### config.mk
export PLATFORM = sky130hd
export DESIGN_NAME = pce_joyport_mux
export DESIGN_NICKNAME = d
export VERILOG_FILES = /design/src/rtl/pce_joyport_mux.sv
export SDC_FILE = /design/constraint.sdc
export NUM_CORES = 1
export LEC_CHECK = 0
export CELL_PAD_IN_SITES_DETAIL_PLACEMENT = 0
export CELL_PAD_IN_SITES_GLOBAL_PLACEMENT = 1
export CORE_MARGIN = 1
export CORE_UTILIZATION = 25
export CTS_BUF_LIST = sky130_fd_sc_hd__clkbuf_4 sky130_fd_sc_hd__clkbuf_8 sky130_fd_sc_hd__clkbuf_16
export DETAILED_ROUTE_END_ITERATION = 10
export PLACE_DENSITY = 0.75
export SYNTH_ARGS = -nofsm -noshare
export SYNTH_HDL_FRONTEND = slang
export SYNTH_SLANG_ARGS = --single-unit
export TNS_END_PERCENT = 30
### constraint.sdc
create_clock -name clk_sys -period 2.75 [get_ports clk_sys]
set_clock_uncertainty 0.1 [all_clocks]
set_input_delay 0.4125 -clock clk_sys [delete_from_list [all_inputs] [get_ports clk_sys]]
set_output_delay 0.4125 -clock clk_sys [all_outputs]
set_load 0.02 [all_outputs]
### src/rtl/pce_joyport_mux.sv
// PC Engine joypad-port front end: latches the CPU SEL/CLR writes, drives
// them to the MB128 save unit, steps the multitap pad index, and returns
// the 4-bit port nibble with the MB128 taking priority while it is active.
module pce_joyport_mux #(
    parameter int NUM_PADS = 5
) (
    input  logic                    clk_sys,
    input  logic                    reset,
    input  logic                    cpu_wr,
    input  logic [1:0]              cpu_din,
    output logic [3:0]              cpu_dout,
    input  logic                    multitap_en,
    input  logic                    mb_enable,
    output logic                    mb_clk,
    output logic                    mb_data,
    input  logic                    mb_active,
    input  logic [3:0]              mb_dout,
    input  logic [8*NUM_PADS-1:0]   joy_in
);

    logic       port_sel_q, port_sel_d;
    logic       port_clr_q, port_clr_d;
    logic [2:0] pad_idx_q, pad_idx_d;
    logic       mb_active_prev_q;
    logic [3:0] cpu_dout_q, cpu_dout_d;

    logic       mb_intercept;
    logic       mb_session_end;

    // Per-index nibbles, already inverted to the active-low port format.
    // Indices with no pad behind them are tied off, so any pad_idx value
    // selects a defined entry and never reaches outside joy_in.
    logic [3:0] dir_nib [0:7];
    logic [3:0] btn_nib [0:7];

    for (genvar gi = 0; gi < 8; gi++) begin : g_pad_nib
        if (gi < NUM_PADS) begin : g_present
            assign dir_nib[gi] = ~joy_in[8*gi +: 4];
            assign btn_nib[gi] = ~joy_in[8*gi+4 +: 4];
        end else begin : g_absent
            assign dir_nib[gi] = 4'h0;
            assign btn_nib[gi] = 4'h0;
        end
    end

    assign mb_intercept   = mb_enable & mb_active;
    // The session end is seen regardless of mb_enable so a stale index
    // never survives an MB128 transaction.
    assign mb_session_end = mb_active_prev_q & ~mb_active;

    assign mb_data = port_sel_q;
    assign mb_clk  = port_clr_q;

    // Next state for the SEL/CLR latch and the multitap pad index.
    always_comb begin
        port_sel_d = port_sel_q;
        port_clr_d = port_clr_q;
        pad_idx_d  = pad_idx_q;
        if (cpu_wr) begin
            port_sel_d = cpu_din[0];
            port_clr_d = cpu_din[1];
        end
        if (mb_session_end) begin
            pad_idx_d = 3'd0;
        end else if (cpu_wr) begin
            if (!multitap_en) begin
                pad_idx_d = 3'd0;
            end else if (mb_intercept) begin
                pad_idx_d = pad_idx_q;
            end else if (cpu_din[1]) begin
                pad_idx_d = 3'd0;
            end else if (!port_sel_q && cpu_din[0]) begin
                // Saturate rather than wrap so extra SEL pulses keep
                // reading an absent pad instead of cycling back to pad 0.
                if (pad_idx_q != 3'd7) begin
                    pad_idx_d = pad_idx_q + 3'd1;
                end
            end
        end
    end

    // Port read nibble, computed from the current registers and inputs.
    always_comb begin
        cpu_dout_d = 4'h0;
        if (port_clr_q) begin
            cpu_dout_d = 4'h0;
        end else if (mb_intercept) begin
            cpu_dout_d = mb_dout;
        end else if (int'(pad_idx_q) >= NUM_PADS) begin
            cpu_dout_d = 4'h0;
        end else if (port_sel_q) begin
            cpu_dout_d = dir_nib[pad_idx_q];
        end else begin
            cpu_dout_d = btn_nib[pad_idx_q];
        end
    end

    // State registers with asynchronous clear.
    always_ff @(posedge clk_sys or posedge reset) begin
        if (reset) begin
            port_sel_q       <= 1'b0;
            port_clr_q       <= 1'b0;
            pad_idx_q        <= 3'd0;
            mb_active_prev_q <= 1'b0;
            cpu_dout_q       <= 4'h0;
        end else begin
            port_sel_q       <= port_sel_d;
            port_clr_q       <= port_clr_d;
            pad_idx_q        <= pad_idx_d;
            mb_active_prev_q <= mb_active;
            cpu_dout_q       <= cpu_dout_d;
        end
    end

    assign cpu_dout = cpu_dout_q;

endmodule

==> run_results.csv <==
group,metric,value,unit
status,run_status,"finished clean",
finish,fillCellCount,327,
yosys,multiplexer_share_of_the_synthesized_area,0.2468,
yosys,synth_compound_gate_area_share,0.2083,
timing,tightest_slew,0.4236,ns
cts,cts_tree,"done",
setup_path,crit_arrival,2.17,ns
timing,final.setup.tns,0,ns
setup_path,reg2reg_depth,6,
grt,antenna_violations_before_repair,0,
yosys,synth.most_common_cell,"sky130_fd_sc_hd__dfrtp_1",
grt,first_global_vias,939,
finish,drive_gt1_frac,0.1197,
yosys,combinational_family_with_the_most_area_after_synthesis,"multiplexers",
finish,layout.nets,199,
timing,timing.max_slew.rel_slack,0.7176,
setup_path,setup.worst_path.start_class,"flop",
setup_path,worstSetupEndpoint,"cpu_dout[2]",
timing,hold_violations,0,
drt,post-route-drc-count,0,
yosys,ys_seq_area_frac,0.2853,
power,switching_share,0.2858,
power,p_comb_frac,0.441,
timing,report.final.setup_viol,0,
setup_path,r2r_end,"cpu_dout[2]",
floorplanning,initial_core_util,0.2628,
timing,slew_viol_final,0,
placed_design,dp.final_hpwl,2249,um
yosys,yosysWarnings,0,
yosys,ys_async_sr_fraction,1.000,
floorplanning,die-height,61.23,um
power,vdd_drop_max,181.7,uV
timing,timing.fmax,0.4826,GHz
power,share_seq_of_total_power,0.360,
cts,path_clk_slew,0.06,ns
cts,cts_max_path_buffers,2,
setup_path,r2r_start,"pad_idx_q[1]",
finish,final_util,0.4469,
job,drv_cap,0,
cts,clk-insertion-delay-late,0.26,ns
power,power.leakage,0.5707,nW
floorplanning,num_rows,21,
yosys,postSynthRegisterBits,10,
cts,post_cts_hold_buffer_count,0,
drt,route.vias.total,909,
cts,post_cts_buffers,0,
yosys,syn-cell-area,877.1,sq um
cts,cts-buffers-inserted,3,
cts,cts_htree_levels,1,
yosys,synth_simple_gate_area_frac,0.1541,
power,power.total,0.4941,mW
power,p_int,0.3529,mW
setup_path,timing.critical_path.from,"pad_idx_q[1]",
yosys,syn_nets,142,
yosys,post_synth_most_frequent_cells,"sky130_fd_sc_hd__dfrtp_1 (10), sky130_fd_sc_hd__mux2_2 (9), sky130_fd_sc_hd__nand2_1 (8)",
timing,min_period_over_period,0.7534,
cts,post_cts.resized_instances,0,
floorplanning,fp.dieW,61.23,um
drt,dr.first_iter.drc_count,31,
drt,per_cell_via_count_in_the_routed_design,4.835,
drt,ant_nets,0,
yosys,number_of_different_library_cells_in_the_post_synthesis_netlist,35,
grt,grt-ovfl-total,0,
yosys,synth_adder_area_share,0.04280,
yosys,synth_edf_count,0,
timing,worst_setup_margin,0.6780,ns
yosys,share_of_the_synthesized_netlist_area_taken_by_xor_and_xnor_gates,0,
power,power_switching,0.1412,mW
grt,pin_count_of_the_biggest_net_entering_global_routing,15,
setup_path,worst_setup_path_end_kind,"flop",
setup_path,internal_reg_to_reg_setup_slack,0.68,ns
setup_path,required,2.85,ns
setup_path,worstPathMaxFanout,14,
floorplanning,pin_count,58,
grt,gr-usage-all-layers,0.1556,
setup_path,critical_path_class,"flop to flop",
drt,routedWlPerCell,14.76,um
power,share_clk_of_total_power,0.199,
yosys,postSynthAreaPerCell,10.08,sq um
yosys,post_synth_main_area_contributors,"sky130_fd_sc_hd__dfrtp_1 (29%), sky130_fd_sc_hd__mux2_2 (12%), sky130_fd_sc_hd__mux2i_1 (8.0%), sky130_fd_sc_hd__o32a_1 (4.6%), sky130_fd_sc_hd__ha_1 (4.3%)",
finish,n_antenna_cell,0,
floorplanning,core_area,3337,sq um
cts,clock_tree.root_cell,"sky130_fd_sc_hd__clkbuf_4",
yosys,synthDominantCellAreaShare,0.2853,
finish,areaGrowthSynthToFinish,70.04,%
cts,clock_sinks,10,
grt,wire_length_of_the_first_global_routing_pass,4271,um
placed_design,place_ws,0.6317,ns
floorplanning,dieArea,3749,sq um
drt,finalWirelength,2774,um
timing,grt_setup_unrepaired,"no",
timing,finalCriticalPeriod,2.072,ns
placed_design,port_buffers,57,
power,p_per_area,331.3,nW/um^2
yosys,synth_cells,87,
yosys,netlist.top_cell.by_area,"sky130_fd_sc_hd__dfrtp_1",
worst_hold_path,worstHoldPathType,"primary input to async pin",
drt,dr.pass1.iters,4,
placed_design,gp_congestion,0.8204,
yosys,postSynth.topFlopCell,"sky130_fd_sc_hd__dfrtp_1",
[power by group through the flow]
stage | combinational (mW) | clock (mW) | sequential (mW)
3_5_place_dp | 0.218 | 0 | 0.181
2_1_floorplan | 0.102 | 0 | 0.185
3_3_place_gp | 0.217 | 0 | 0.181
4_1_cts | 0.220 | 0.102 | 0.178
6_report | 0.218 | 0.0983 | 0.178
5_1_grt | 0.235 | 0.105 | 0.180
[worst max-delay path, cell delays in order (launching register included)]
cell	delay, ns
sky130_fd_sc_hd__dfrtp_1	0.60
sky130_fd_sc_hd__inv_1	0.16
sky130_fd_sc_hd__ha_1	0.21
sky130_fd_sc_hd__or3_4	0.33
sky130_fd_sc_hd__a221oi_4	0.34
sky130_fd_sc_hd__o31ai_1	0.13
sky130_fd_sc_hd__o21ai_1	0.14
[final cells by class]
type	instances	area (sq um)	area share
Timing Repair Buffer	58	578.1	0.3876
Multi-Input combinational cell	68	571.8	0.3834
Sequential cell	10	250.2	0.1678
Tap cell	46	57.56	0.03859
Clock buffer	3	22.52	0.01510
Inverter	3	11.26	0.007550
[worst min path at each step]
stage,start,end,slack [ns],cells after the start
global route,reset,cpu_dout[1],0.38,2
global placement,mb_clk,mb_clk,0.52,1
detailed placement,mb_clk,mb_clk,0.55,1
CTS,reset,mb_data,0.34,2
finish,reset,cpu_dout[0],0.33,2
floorplan,reset,cpu_dout[0],0.15,1
[through the flow]
step	cells	hold WS (ns)	cell area (sq um)
2_1_floorplan	87	0.1527	877.1
3_3_place_gp	185	0.5234	1469
3_5_place_dp	185	0.5499	1469
4_1_cts	188	0.3385	1491
5_1_grt	188	0.3805	1491
6_report	188	0.3269	1491
[cell usage in the layout (no fill, tap or decap), types with 3 or more instances in the layout]
cell                              netlist  layout
sky130_fd_sc_hd__clkbuf_4               0       3
sky130_fd_sc_hd__o32a_1                 4       4
sky130_fd_sc_hd__nand3_1                4       4
sky130_fd_sc_hd__mux2i_1                7       7
sky130_fd_sc_hd__ha_1                   3       3
sky130_fd_sc_hd__clkdlybuf4s50_1        0      57
sky130_fd_sc_hd__nor2_1                 4       4
sky130_fd_sc_hd__mux2_2                 9       9
sky130_fd_sc_hd__nand2_1                8       8
sky130_fd_sc_hd__dfrtp_1               10      10
sky130_fd_sc_hd__inv_1                  3       3
sky130_fd_sc_hd__a32o_1                 3       3
[registers in the layout, summed over array words and instances, names as in the netlist]
| name | cells |
|---|---|
| mb_active_prev_q | 1 |
| cpu_dout | 4 |
| mb_clk | 1 |
| mb_data | 1 |
| pad_idx_q | 3 |
[per-layer routing]
layer / vias up / global-route usage / wire [um]
li1: 442 / - / -
met3: 5 / 0.02311 / 268
met2: 44 / 0.2702 / 1225
met5: - / 0 / 0
met4: 0 / 0.05844 / 39
met1: 418 / 0.1946 / 1240
[kinds of logic after synthesis]
logic type / count (synthesis)
buffers and inverters: 9
AND/OR/NAND/NOR: 26
multiplexers: 19
AO/OA/AOI/OAI: 20
flip-flops: 10
adder cells (fa/ha/maj): 3
(Power assumes the default switching activity.)
